<file path="config.mk">
export PLATFORM = sky130hd
export DESIGN_NAME = de_arbiter_flat
export DESIGN_NICKNAME = d
export VERILOG_FILES = /design/src/rtl/de_arbiter_if.sv /design/src/rtl/de_arbiter.sv /design/src/flat_wrapper.sv
export SDC_FILE = /design/constraint.sdc
export NUM_CORES = 1
export LEC_CHECK = 0
export BUFFER_PORTS_ARGS = -buffer_cell sky130_fd_sc_hd__clkbuf_2
export CELL_PAD_IN_SITES_DETAIL_PLACEMENT = 0
export CELL_PAD_IN_SITES_GLOBAL_PLACEMENT = 1
export CORE_ASPECT_RATIO = 0.9
export CORE_UTILIZATION = 25
export DETAILED_ROUTE_END_ITERATION = 6
export PLACE_DENSITY = 0.58
export SYNTH_ARGS = -nofsm -noshare
export SYNTH_HDL_FRONTEND = slang
export SYNTH_SLANG_ARGS = --single-unit
</file>
<file path="constraint.sdc">
create_clock -name clk -period 5.8 [get_ports clk]
set_input_delay 1.16 -clock clk [delete_from_list [all_inputs] [get_ports clk]]
set_output_delay 1.16 -clock clk [all_outputs]
set_load 0.02 [all_outputs]
</file>
<file path="src/rtl/de_arbiter_if.sv">
`default_nettype none
// ============================================================================
//  Module   : de_arbiter_if
//  Purpose  : Bundles the two requester ports and the framestore port of the
//             display-engine arbiter. "slave" is the arbiter's view, "master"
//             is the view of the surrounding requesters/framestore model.
//  Revision : 1.0 - initial release
// ============================================================================
interface de_arbiter_if;
  // Requester 0
  logic        m0_req;
  logic [17:0] m0_addr;
  logic [3:0]  m0_nbyte;
  logic        m0_rnw;
  logic [31:0] m0_w_data;
  logic        m0_ack;
  logic        m0_err;
  logic [31:0] m0_r_data;
  // Requester 1
  logic        m1_req;
  logic [17:0] m1_addr;
  logic [3:0]  m1_nbyte;
  logic        m1_rnw;
  logic [31:0] m1_w_data;
  logic        m1_ack;
  logic        m1_err;
  logic [31:0] m1_r_data;
  // Framestore side
  logic        de_req;
  logic        de_ack;
  logic [17:0] de_addr;
  logic [3:0]  de_nbyte;
  logic        de_rnw;
  logic [31:0] de_w_data;
  logic [31:0] de_r_data;
  // Status
  logic        busy;
  logic        grant;

  modport slave (
    input  m0_req, m0_addr, m0_nbyte, m0_rnw, m0_w_data,
    input  m1_req, m1_addr, m1_nbyte, m1_rnw, m1_w_data,
    input  de_ack, de_r_data,
    output m0_ack, m0_err, m0_r_data,
    output m1_ack, m1_err, m1_r_data,
    output de_req, de_addr, de_nbyte, de_rnw, de_w_data,
    output busy, grant
  );

  modport master (
    output m0_req, m0_addr, m0_nbyte, m0_rnw, m0_w_data,
    output m1_req, m1_addr, m1_nbyte, m1_rnw, m1_w_data,
    output de_ack, de_r_data,
    input  m0_ack, m0_err, m0_r_data,
    input  m1_ack, m1_err, m1_r_data,
    input  de_req, de_addr, de_nbyte, de_rnw, de_w_data,
    input  busy, grant
  );
endinterface
`default_nettype wire

</file>
<file path="src/rtl/de_arbiter.sv">
`default_nettype none
// ============================================================================
//  Module   : de_arbiter
//  Purpose  : Two-requester round-robin arbiter in front of a single
//             framestore port. One transaction in flight at a time, with a
//             WAIT-state timeout that aborts and reports an error.
//  Revision : 1.0 - initial release
// ============================================================================
module de_arbiter #(
  parameter int unsigned TIMEOUT = 255   // max WAIT cycles, 1..65535
) (
  input  logic          clk,
  input  logic          rst,
  de_arbiter_if.slave   bus
);

  typedef enum logic [1:0] {
    S_IDLE   = 2'd0,
    S_WAIT   = 2'd1,
    S_RETIRE = 2'd2
  } state_t;

  // Last WAIT cycle index before abort; the counter starts at 0 on entry.
  localparam logic [15:0] c_cnt_last = 16'(TIMEOUT - 1);

  state_t      r_state;
  logic [15:0] r_cnt;
  logic        r_grant;
  logic        r_last_grant;
  logic        r_busy;
  logic        r_de_req;
  logic [17:0] r_de_addr;
  logic [3:0]  r_de_nbyte;
  logic        r_de_rnw;
  logic [31:0] r_de_w_data;
  logic [1:0]  r_ack;
  logic [1:0]  r_err;
  logic [31:0] r_r_data0;
  logic [31:0] r_r_data1;

  logic        w_any_req;
  logic        w_sel;
  logic [17:0] w_addr;
  logic [3:0]  w_nbyte;
  logic        w_rnw;
  logic [31:0] w_w_data;

  // Request selection: a tie goes to whoever did not win last time.
  always_comb begin
    w_any_req = bus.m0_req | bus.m1_req;
    if (bus.m0_req && bus.m1_req) begin
      w_sel = ~r_last_grant;
    end else begin
      w_sel = bus.m1_req;
    end
    w_addr   = w_sel ? bus.m1_addr   : bus.m0_addr;
    w_nbyte  = w_sel ? bus.m1_nbyte  : bus.m0_nbyte;
    w_rnw    = w_sel ? bus.m1_rnw    : bus.m0_rnw;
    w_w_data = w_sel ? bus.m1_w_data : bus.m0_w_data;
  end

  // Arbitration FSM with all outputs registered.
  always_ff @(posedge clk or posedge rst) begin
    if (rst) begin
      r_state      <= S_IDLE;
      r_cnt        <= '0;
      r_grant      <= 1'b0;
      r_last_grant <= 1'b1;
      r_busy       <= 1'b0;
      r_de_req     <= 1'b0;
      r_de_addr    <= '0;
      r_de_nbyte   <= '0;
      r_de_rnw     <= 1'b0;
      r_de_w_data  <= '0;
      r_ack        <= '0;
      r_err        <= '0;
      r_r_data0    <= '0;
      r_r_data1    <= '0;
    end else begin
      case (r_state)
        S_IDLE: begin
          if (w_any_req) begin
            r_grant      <= w_sel;
            r_last_grant <= w_sel;
            r_de_addr    <= w_addr;
            r_de_nbyte   <= w_nbyte;
            r_de_rnw     <= w_rnw;
            r_de_w_data  <= w_w_data;
            r_de_req     <= 1'b1;
            r_cnt        <= '0;
            r_busy       <= 1'b1;
            r_state      <= S_WAIT;
          end
        end
        S_WAIT: begin
          // A framestore ack wins over an expiring timer.
          if (bus.de_ack) begin
            r_de_req       <= 1'b0;
            r_ack[r_grant] <= 1'b1;
            r_err[r_grant] <= 1'b0;
            if (r_de_rnw) begin
              if (r_grant) begin
                r_r_data1 <= bus.de_r_data;
              end else begin
                r_r_data0 <= bus.de_r_data;
              end
            end
            r_state <= S_RETIRE;
          end else if (r_cnt == c_cnt_last) begin
            r_de_req       <= 1'b0;
            r_ack[r_grant] <= 1'b1;
            r_err[r_grant] <= 1'b1;
            r_state        <= S_RETIRE;
          end else begin
            r_cnt <= r_cnt + 16'd1;
          end
        end
        S_RETIRE: begin
          // Requesters refresh req/fields during this cycle, so none are sampled.
          r_ack   <= '0;
          r_err   <= '0;
          r_busy  <= 1'b0;
          r_state <= S_IDLE;
        end
        default: begin
          r_state <= S_IDLE;
        end
      endcase
    end
  end

  assign bus.de_req    = r_de_req;
  assign bus.de_addr   = r_de_addr;
  assign bus.de_nbyte  = r_de_nbyte;
  assign bus.de_rnw    = r_de_rnw;
  assign bus.de_w_data = r_de_w_data;
  assign bus.m0_ack    = r_ack[0];
  assign bus.m1_ack    = r_ack[1];
  assign bus.m0_err    = r_err[0];
  assign bus.m1_err    = r_err[1];
  assign bus.m0_r_data = r_r_data0;
  assign bus.m1_r_data = r_r_data1;
  assign bus.busy      = r_busy;
  assign bus.grant     = r_grant;

endmodule
`default_nettype wire

</file>
<file path="src/flat_wrapper.sv">
// flat-port wrapper written by rule: the top's interface ports become plain ports
module de_arbiter_flat 
#(
  parameter int unsigned TIMEOUT = 255                               
)
  (clk, rst, bus_m0_req, bus_m0_addr, bus_m0_nbyte, bus_m0_rnw, bus_m0_w_data, bus_m1_req, bus_m1_addr, bus_m1_nbyte, bus_m1_rnw, bus_m1_w_data, bus_de_ack, bus_de_r_data, bus_m0_ack, bus_m0_err, bus_m0_r_data, bus_m1_ack, bus_m1_err, bus_m1_r_data, bus_de_req, bus_de_addr, bus_de_nbyte, bus_de_rnw, bus_de_w_data, bus_busy, bus_grant);
  de_arbiter_if bus_i ();
  input  logic clk;
  input  logic rst;
  input wire logic [$bits(bus_i.m0_req)-1:0] bus_m0_req;
  input wire logic [$bits(bus_i.m0_addr)-1:0] bus_m0_addr;
  input wire logic [$bits(bus_i.m0_nbyte)-1:0] bus_m0_nbyte;
  input wire logic [$bits(bus_i.m0_rnw)-1:0] bus_m0_rnw;
  input wire logic [$bits(bus_i.m0_w_data)-1:0] bus_m0_w_data;
  input wire logic [$bits(bus_i.m1_req)-1:0] bus_m1_req;
  input wire logic [$bits(bus_i.m1_addr)-1:0] bus_m1_addr;
  input wire logic [$bits(bus_i.m1_nbyte)-1:0] bus_m1_nbyte;
  input wire logic [$bits(bus_i.m1_rnw)-1:0] bus_m1_rnw;
  input wire logic [$bits(bus_i.m1_w_data)-1:0] bus_m1_w_data;
  input wire logic [$bits(bus_i.de_ack)-1:0] bus_de_ack;
  input wire logic [$bits(bus_i.de_r_data)-1:0] bus_de_r_data;
  output wire logic [$bits(bus_i.m0_ack)-1:0] bus_m0_ack;
  output wire logic [$bits(bus_i.m0_err)-1:0] bus_m0_err;
  output wire logic [$bits(bus_i.m0_r_data)-1:0] bus_m0_r_data;
  output wire logic [$bits(bus_i.m1_ack)-1:0] bus_m1_ack;
  output wire logic [$bits(bus_i.m1_err)-1:0] bus_m1_err;
  output wire logic [$bits(bus_i.m1_r_data)-1:0] bus_m1_r_data;
  output wire logic [$bits(bus_i.de_req)-1:0] bus_de_req;
  output wire logic [$bits(bus_i.de_addr)-1:0] bus_de_addr;
  output wire logic [$bits(bus_i.de_nbyte)-1:0] bus_de_nbyte;
  output wire logic [$bits(bus_i.de_rnw)-1:0] bus_de_rnw;
  output wire logic [$bits(bus_i.de_w_data)-1:0] bus_de_w_data;
  output wire logic [$bits(bus_i.busy)-1:0] bus_busy;
  output wire logic [$bits(bus_i.grant)-1:0] bus_grant;
  assign bus_i.m0_req = bus_m0_req;
  assign bus_i.m0_addr = bus_m0_addr;
  assign bus_i.m0_nbyte = bus_m0_nbyte;
  assign bus_i.m0_rnw = bus_m0_rnw;
  assign bus_i.m0_w_data = bus_m0_w_data;
  assign bus_i.m1_req = bus_m1_req;
  assign bus_i.m1_addr = bus_m1_addr;
  assign bus_i.m1_nbyte = bus_m1_nbyte;
  assign bus_i.m1_rnw = bus_m1_rnw;
  assign bus_i.m1_w_data = bus_m1_w_data;
  assign bus_i.de_ack = bus_de_ack;
  assign bus_i.de_r_data = bus_de_r_data;
  assign bus_m0_ack = bus_i.m0_ack;
  assign bus_m0_err = bus_i.m0_err;
  assign bus_m0_r_data = bus_i.m0_r_data;
  assign bus_m1_ack = bus_i.m1_ack;
  assign bus_m1_err = bus_i.m1_err;
  assign bus_m1_r_data = bus_i.m1_r_data;
  assign bus_de_req = bus_i.de_req;
  assign bus_de_addr = bus_i.de_addr;
  assign bus_de_nbyte = bus_i.de_nbyte;
  assign bus_de_rnw = bus_i.de_rnw;
  assign bus_de_w_data = bus_i.de_w_data;
  assign bus_busy = bus_i.busy;
  assign bus_grant = bus_i.grant;
  de_arbiter #(.TIMEOUT(TIMEOUT)) u_core (.clk(clk), .rst(rst), .bus(bus_i));
endmodule
</file>
Yosys cells after proc, flatten, opt, wreduce, memory -nomap -nowiden --
Index checks and enable logic that the tools add are counted.
Cells by class: reductions and logical operators 14, bitwise logic cells 7, equal/unequal tests 7, $lt $le $gt $ge 2, $add $sub $neg 1, multiplexer cells 26
Operator list (number):
- 16-bit 2-to-1 mux | 3
- 32-bit 2-to-1 mux | 1
- 16-bit case mux with 2 select lines | 1
- 18-bit 2-to-1 mux | 1
- 16-bit by 1-bit adder with 16-bit output (second input constant) | 1
- 16-bit by 8-bit == test with 1-bit output (second input constant) | 1
- 2-bit 2-to-1 mux | 7
- 2-bit case mux with 2 select lines | 3
- 4-bit AND reduction | 3
- 2-bit AND reduction | 4
- 1-bit 2-to-1 mux | 6
- 2-bit nonzero test | 3
- 4-bit 2-to-1 mux | 1
- 2-bit != test (second input constant) | 2
- 2-bit bitwise OR | 2
- 1-bit case mux with 2 select lines | 2
- 3-bit by 2-bit != test with 1-bit output (second input constant) | 1
- 3-bit AND reduction | 1
- 2-bit bitwise AND | 1
- 2-bit by 1-bit == test with 1-bit output (second input constant) | 1
- 2-bit == test (second input constant) | 1
- 1-bit logical AND | 2
- 2-bit zero test | 1
- 1-bit by 2-bit < comparator with 1-bit output (second input constant) | 1
- 6 further kinds | 7
Word-level totals: register bits after elaboration 145, logic and storage cells 71

Depth between registers and ports, before layout --
Gate-level depths: netlist of run 1.
depth in word-level cells 8, depth in mapped cells 8, mapped depth without buffers 7

Worst setup path after synthesis of run 1 --
No wires, ideal clock.
path type input-to-reg, from in bus_m1_req, to reg u_core.r_de_w_data[10], in the netlist u_core.bus.de_w_data[10], slack 3.574 ns, data required time 5.667 ns, stages 5, library setup time 0.133 ns, data arrival time 2.092 ns, cell sequence a21boi_1 > buf_2 > buf_2 > mux2i_1 > o21ai_0
Between the ends: cells in the longest elaborated chain, start to end 3, elaborated cells between the ends (all ways) 5, those cells by class 2 x mux; 1 x bitwise; 2 x reduce/logical
RTL lines:
- start, declared | line flat_wrapper.sv:15 | input wire logic [$bits(bus_i.m1_req)-1:0] bus_m1_req;
- 1-bit logical AND | line de_arbiter.sv:51 | if (bus.m0_req && bus.m1_req) begin
- 1-bit 2-to-1 mux | line de_arbiter.sv:51
- 32-bit 2-to-1 mux | line de_arbiter.sv:59 | w_w_data = w_sel ? bus.m1_w_data : bus.m0_w_data;
- end signal, assigned | line de_arbiter.sv:88 | r_de_w_data <= w_w_data;
- end, declared | line de_arbiter.sv:35 | logic [31:0] r_de_w_data;
Parallel ways exist; a longest one is shown, timed or not. A chain may end at the register's enable or synchronous reset.

Final worst setup path of run 1 --
from in bus_m1_req, to reg u_core.r_de_nbyte[1], in the netlist u_core.bus.de_nbyte[1]
Between the ends: cells in the longest elaborated chain, start to end 3, elaborated cells between the ends (all ways) 5, those cells by class 2 x mux; 1 x bitwise; 2 x reduce/logical
RTL lines:
- 1-bit logical AND | line de_arbiter.sv:51
- 1-bit 2-to-1 mux | line de_arbiter.sv:51
- 4-bit 2-to-1 mux | line de_arbiter.sv:57 | w_nbyte = w_sel ? bus.m1_nbyte : bus.m0_nbyte;
- end signal, assigned | line de_arbiter.sv:86 | r_de_nbyte <= w_nbyte;
- end, declared | line de_arbiter.sv:33 | logic [3:0] r_de_nbyte;
Parallel ways exist; a longest one is shown, timed or not.

==> flow_summary_export.csv, run 1 <==
group,metric,value,unit
detailed_routing,drtIter0Drc,171,
place,post-place-cells,1126,
timing,setup_viol,0,
place,placed_area,0.008119,sq mm
timing,worstMarginPinSlew,0.9709,ns
timing,fin_setup_tns,0,ns
power_and_ir_drop,vdd_drop_max,0.1914,mV
timing,relSlewSlack,0.3527,
critical_path,endpoint_kind,"flop",
finish,final_cells,1158,
floorplanning,initial_core_util,0.2541,
global_route,grt_overflow,0,
timing,skew,0.01282,ns
finish,drive_gt1_frac,0.4743,
finish,antenna_cells,0,
place,io_buffers,272,
detailed_routing,via_per_inst,4.263,
place,gp_congestion,0.6948,
worst_hold_path,hold_class,"flop to flop",
cts,cts_root_buffer,"clkbuf_16",
synth,synth.area.top_cells,"dfrtp_1 56%, mux2_2 11%, mux2i_1 8.8%",
synth,postSynthCellCount,534,
synth,synth_area,0.006384,sq mm
global_route,grt_pass1_wl,27640,um
synth,ys.flop_type,"dfrtp_1",
synth,ys.warnings.count,0,
global_route,grt_max_degree,108,
detailed_routing,wl,17040,um
detailed_routing,vias,4936,
synth,yosysTopAreaCellShare,0.5645,
critical_path,cp.required,6.07,ns
cts,cts_buffers,17,
floorplanning,die_width,170.4,um
critical_path,cp_max_fo,36,
floorplanning,die-area,0.02618,sq mm
detailed_routing,routedWlPerCell,14.72,um
cts,clk_pin_slew,0.07,ns
cts,htreeDepth,4,
power_and_ir_drop,power_per_cell_area,559.6,mW/mm^2
synth,synth_common_cells,"144 x dfrtp_1, 66 x nand2_1, 64 x mux2_2, 56 x mux2i_1, 54 x o21ai_0",
synth,synth_largest_area_cell,"dfrtp_1",
finish,nets,956,
synth,synth.distinct_cells,46,
finish,fin_area,0.008737,sq mm
floorplanning,io_pins,273,
synth,synth.most_common_cell,"dfrtp_1",
timing,clock.fmax,0.3977,GHz
critical_path,arrival,2.78,ns
detailed_routing,ant_nets,0,
synth,async_flop_share,1.000,
finish,syn2layout_area_growth,36.87,%
flow_run,cap_violations,0,
cts,clock-sinks,145,
synth,synth_seq_cells,145,
synth,syn_nets,687,
cts,post_cts_resized,0,
floorplanning,coreArea,0.02512,sq mm
global_route,grt_pass1_vias,5067,
detailed_routing,drtPass1Iterations,4,
power_and_ir_drop,power.leakage,0.004326,uW
finish,nFillCells,2555,
cts,tritoncts,"done",
critical_path,path_class,"input port to flop",
floorplanning,rows,55,
synth,ys_seq_area_frac,0.5686,
run_status,status,"complete, no violations",
global_route,antenna_found_initial,0,
cts,cts_buffer_depth,2,
timing,period_minus_slack,2.514,ns
timing,rsz0062_at_grt,"no",
cts,cts_hold_buf,0,
cts,cts_setup_buffers,0,
synth,syn_avg_cell_area,11.95,sq um
floorplanning,die_h,153.6,um
detailed_routing,drc_errors,0,
place,dpl.hpwl,12330,um
finish,finish.utilization,0.3478,
critical_path,cp-start-kind,"input port",
timing,hold_violations,0,
timing,min_period_over_period,0.4335,
timing,finalMaxSlewViolations,0,
synth,synth-edff-count,0,
global_route,grt_usage,0.1357,
cts,clkLatencyLatePin,0.42,ns
==> per-layer routing <==
layer  global-route usage  share of wire  wire [um]  vias to the layer above
met3              0.05792          0.090       1536                        8
met1               0.1637           0.43       7312                     2300
met4              0.03132         0.0080        136                        0
met5                    0              0          0                        -
li1                     -              -          -                     2443
met2               0.2227           0.47       8058                      185
==> report_power, final <==
part	total, uW	internal, uW	leakage, uW	switching [uW]
clock	1160	699	0.000301	465
sequential	1710	1460	0.00180	242
combinational	2020	739	0.00222	1280
total	4890	2900	0.00433	1990
==> placed cells by master (no fill, tap or decap), types with 4 or more instances in the layout <==
master,n
buf_4,7
a21oi_1,8
inv_1,5
dfrtp_1,144
nand4_1,5
o21ai_1,20
o21ai_0,53
nand2_1,66
nor2_1,14
clkbuf_16,17
mux2i_1,56
nand3_1,9
inv_6,5
mux2_2,64
o31ai_1,8
clkbuf_2,272
a21o_1,4
ha_1,6
==> layout make-up <==
cell class	count	area [sq um]	area share
clock inverter	13	175.2	0.02005
inverter	7	31.28	0.003580
timing repair buffer	279	1414	0.1618
multi-input combinational	353	2616	0.2994
clock buffer	19	442.9	0.05069
sequential	145	3630	0.4154
tap	342	427.9	0.04898
==> worst paths after layout <==
check | start | end | slack, ns | cells past startpoint
worst max-delay path | bus_m1_req | u_core.bus.de_nbyte[1]$_DFFE_PP0P_ | 3.29 | 5
worst min-delay path | u_core.bus.de_addr[5]$_DFFE_PP0P_ | u_core.bus.de_addr[5]$_DFFE_PP0P_ | 0.48 | 2
worst max register to register | u_core.r_state[0]$_DFFE_PP0P_ | u_core.r_cnt[7]$_DFFE_PP0P_ | 3.55 | 7
worst min register to register | u_core.bus.de_addr[5]$_DFFE_PP0P_ | u_core.bus.de_addr[5]$_DFFE_PP0P_ | 0.48 | 2
max in group asynchronous | rst | u_core.r_cnt[6]$_DFFE_PP0P_ | 4.02 | 3
min in group asynchronous | rst | u_core.bus.de_w_data[4]$_DFFE_PP0P_ | 0.76 | 2
==> state kept, by name, indices dropped and copies added, names as in the netlist, 2 cells and up <==
register / count
u_core.r_state: 2
u_core.r_ack: 2
u_core.bus.m0_r_data: 32
u_core.bus.de_nbyte: 4
u_core.r_cnt: 16
u_core.bus.de_w_data: 32
u_core.bus.de_addr: 18
u_core.bus.m1_r_data: 32
u_core.r_err: 2
==> cell families (layout without fill, tap and decap cells) <==
kind of cell | after synthesis | in the layout | share of synthesized area
flops | 145 | 145 | 0.5686
mux | 120 | 120 | 0.2007
simple gates | 119 | 119 | 0.09193
compound gates | 108 | 108 | 0.1019
buf+inv | 36 | 318 | 0.02509
fa+ha+maj | 6 | 6 | 0.01176
==> stage by stage <==
step	setup slack, ns	power (uW)	hold slack, ns
floorplan	0.7470	3040	0.4913
global placement	2.855	3782	0.4629
detailed placement	2.808	3791	0.4701
CTS	3.281	4984	0.4843
global route	3.127	5246	0.5064
finish	3.286	4890	0.4801
==> critical path, cell delays in order <==
cell	delay (ns)
clkbuf_2	0.16
a21boi_4	0.46
buf_4	0.61
mux2i_1	0.26
o21ai_0	0.08
Note: power is estimated with default switching activity, not from simulation.
==> inputs of run 2 (changes only) <==
--- a/config.mk
+++ b/config.mk
@@ -11,7 +11,7 @@
 export CORE_ASPECT_RATIO = 0.9
 export CORE_UTILIZATION = 25
 export DETAILED_ROUTE_END_ITERATION = 6
-export PLACE_DENSITY = 0.58
+export PLACE_DENSITY = 0.6
 export SYNTH_ARGS = -nofsm -noshare
 export SYNTH_HDL_FRONTEND = slang
 export SYNTH_SLANG_ARGS = --single-unit
==> constraint.sdc (replaced) <==
create_clock -name clk -period 2.15 [get_ports clk]
set_input_delay 0.43 -clock clk [delete_from_list [all_inputs] [get_ports clk]]
set_output_delay 0.43 -clock clk [all_outputs]
set_load 0.02 [all_outputs]
==> run 2 against run 1 <==
Effect of this change: clock skew is 0.0028 ns lower; combinational power rose to 2.8 times the previous value; design area grew 1.2%; sequential cell count is the same; via count up 0.75%; die area is the same; critical path depth up 3; count of clock-buffer cells in the layout is the same; critical endpoint is now u_core.r_cnt[8]$_DFFE_PP0P_; highest routed layer unchanged.
==> flow_summary_export.csv, run 2 (synthesized netlist as in run 1, its figures left out) <==
group,metric,value,unit
detailed_routing,routedWlPerCell,14.42,um
critical_path,cp-startpoint,"u_core.r_cnt[0]$_DFFE_PP0P_",
finish,antenna_cells,0,
run_status,status,"complete, no violations",
critical_path,slowest_delay,0.43,ns
floorplanning,die_width,170.4,um
place,placed_area,0.008248,sq mm
cts,clk_pin_slew,0.06,ns
power_and_ir_drop,p_int,7842,uW
critical_path,cp_max_fo,7,
critical_path,r2r-start,"u_core.r_cnt[0]$_DFFE_PP0P_",
cts,cts_setup_buffers,0,
power_and_ir_drop,switching_share,0.4065,
timing,hold_slack,0.1035,ns
critical_path,cpLargestDelayFamily,"compound AO/OA/AOI/OAI gates",
critical_path,endpoint_kind,"flop",
timing,skew,0.01002,ns
detailed_routing,drtIter0Drc,184,
finish,drive_gt1_frac,0.4812,
global_route,grt_busiest_layer,"met2",
place,post-place-cells,1135,
cts,cts_buffer_depth,2,
power_and_ir_drop,switchingPower,5371,uW
global_route,grt_pass1_wl,27050,um
global_route,grt_usage,0.1331,
floorplanning,initial_core_util,0.2541,
timing,setup_viol,0,
flow_run,cap_violations,0,
timing,period_minus_slack,1.954,ns
global_route,grt_pass1_vias,4979,
power_and_ir_drop,power_per_cell_area,1494,mW/mm^2
timing,clock.fmax,0.5117,GHz
timing,hold_violations,0,
floorplanning,die-area,0.02618,sq mm
power_and_ir_drop,pwr-share-clk,0.228,
detailed_routing,wl,16830,um
critical_path,r2r.worst_path.cells,8,
detailed_routing,ant_nets,0,
power_and_ir_drop,power.total,13210,uW
global_route,grtUsageMet3,0.04350,
place,place_ws,0.2150,ns
detailed_routing,vias,4973,
detailed_routing,drc_errors,0,
power_and_ir_drop,vdd_drop_max,0.5258,mV
cts,htreeDepth,4,
global_route,grt_max_degree,96,
place,io_buffers,272,
cts,tritoncts,"done",
cts,clock-sinks,145,
critical_path,crit_chain,"inv_1 > ha_1 > nor4b_4 > a41oi_4 > a31oi_4 > buf_4 > o21ai_1 > o41ai_1",
global_route,grt_overflow,0,
finish,nets,965,
critical_path,arrival,2.25,ns
timing,worstMarginPinSlew,0.5462,ns
global_route,met1_usage,0.1712,
critical_path,cp-start-kind,"flop",
place,gp_congestion,0.7242,
timing,rsz0062_at_grt,"no",
finish,layout_commonest_cell,"clkbuf_2",
timing,min_period_over_period,0.9090,
finish,syn2layout_area_growth,38.55,%
cts,clkLatencyLatePin,0.42,ns
finish,final_cells,1167,
critical_path,slowest_stage,"dfrtp_1",
timing,relSlewSlack,0.6345,
critical_path,path_class,"flop to flop",
floorplanning,coreArea,0.02512,sq mm
detailed_routing,via_per_inst,4.261,
cts,cts_buffers,17,
critical_path,reg2reg_slack,0.20,ns
power_and_ir_drop,p_seq_frac,0.349,
timing,finalMaxSlewViolations,0,
global_route,met2_usage,0.2088,
worst_hold_path,hold_class,"input port to asynchronous set/reset pin",
floorplanning,io_pins,273,
finish,final_cell_mix,"272 x clkbuf_2, 144 x dfrtp_1, 66 x nand2_1",
critical_path,crit_buf_inv,2,
floorplanning,rows,55,
power_and_ir_drop,pwr-share-comb,0.424,
finish,fin_area,0.008845,sq mm
critical_path,reg2reg_to,"u_core.r_cnt[8]$_DFFE_PP0P_",
critical_path,cp.required,2.45,ns
global_route,antenna_found_initial,0,
place,dpl.hpwl,12290,um
cts,cts_root_buffer,"clkbuf_16",
timing,setup_slack,0.1957,ns
detailed_routing,drtPass1Iterations,6,
floorplanning,die_h,153.6,um
power_and_ir_drop,power.leakage,0.004369,uW
[run 2: cell count changes in the layout (fill, tap and decap cells not counted)]
cell        change
buf_12          +5
buf_4           +4
clkinvlp_4      +3
inv_6           -2
bufinv_16       -1
ha_1            -1
ha_2            +1
[run 2: worst max-delay path by stage]
stage,end,slack [ns],cells past startpoint
2_1_floorplan,u_core.bus.busy$_DFFE_PP0P_,-0.1,1
3_3_place_gp,u_core.bus.m0_r_data[30]$_DFFE_PP0P_,0.22,6
3_5_place_dp,u_core.bus.m0_r_data[30]$_DFFE_PP0P_,0.21,6
4_1_cts,u_core.r_cnt[8]$_DFFE_PP0P_,0.19,8
5_1_grt,u_core.r_cnt[14]$_DFFE_PP0P_,0.07,8
6_report,u_core.r_cnt[8]$_DFFE_PP0P_,0.20,8
[run 2: repair_timing]
| item | CTS | global route |
|---|---|---|
| hold endpoints to repair | 0 | 0 |
| endpoints found under the setup margin | 0 | 1 |
| resized for setup | 0 | 1 |
| hold buffers | 0 | 0 |
[run 2: cell type report]
cell class	instances	area (sq um)
clock buffer	19	442.9
inverter	7	30.03
sequential	145	3630
fill	2565	16270
tap	342	427.9
timing repair buffer	288	1544
multi-input combinational	353	2619
clock inverter	13	151.4
[run 2: metrics by stage]
| stage | util | TNS (ns) |
|---|---|---|
| CTS | 0.3520 | 0 |
| floorplan | - | -14.14 |
| global route | 0.3521 | 0 |
| finish | 0.3521 | 0 |
| detailed placement | 0.3284 | 0 |
| global placement | 0.3284 | 0 |
[run 2: power groups by stage]
stage | Clock [uW] | Combinational, uW | Sequential [uW]
finish | 3010 | 5600 | 4610
global route | 3240 | 6150 | 4790
CTS | 3120 | 5700 | 4620
detailed placement | 0 | 5710 | 4650
global placement | 0 | 5690 | 4620
floorplan | 0 | 2200 | 6000
[run 2: metal layers]
metal | wire, um | part of all wire
met5 | 0 | 0
met4 | 291 | 0.017
met3 | 1250 | 0.074
met2 | 7690 | 0.46
met1 | 7591 | 0.45
[run 2: worst reg2reg max path, cell delays in order, from the launching register on]
cell and delay (ns):
dfrtp_1 0.43, inv_1 0.08, ha_1 0.16, nor4b_4 0.28, a41oi_4 0.22, a31oi_4 0.33, buf_4 0.20, o21ai_1 0.07
o41ai_1 0.07
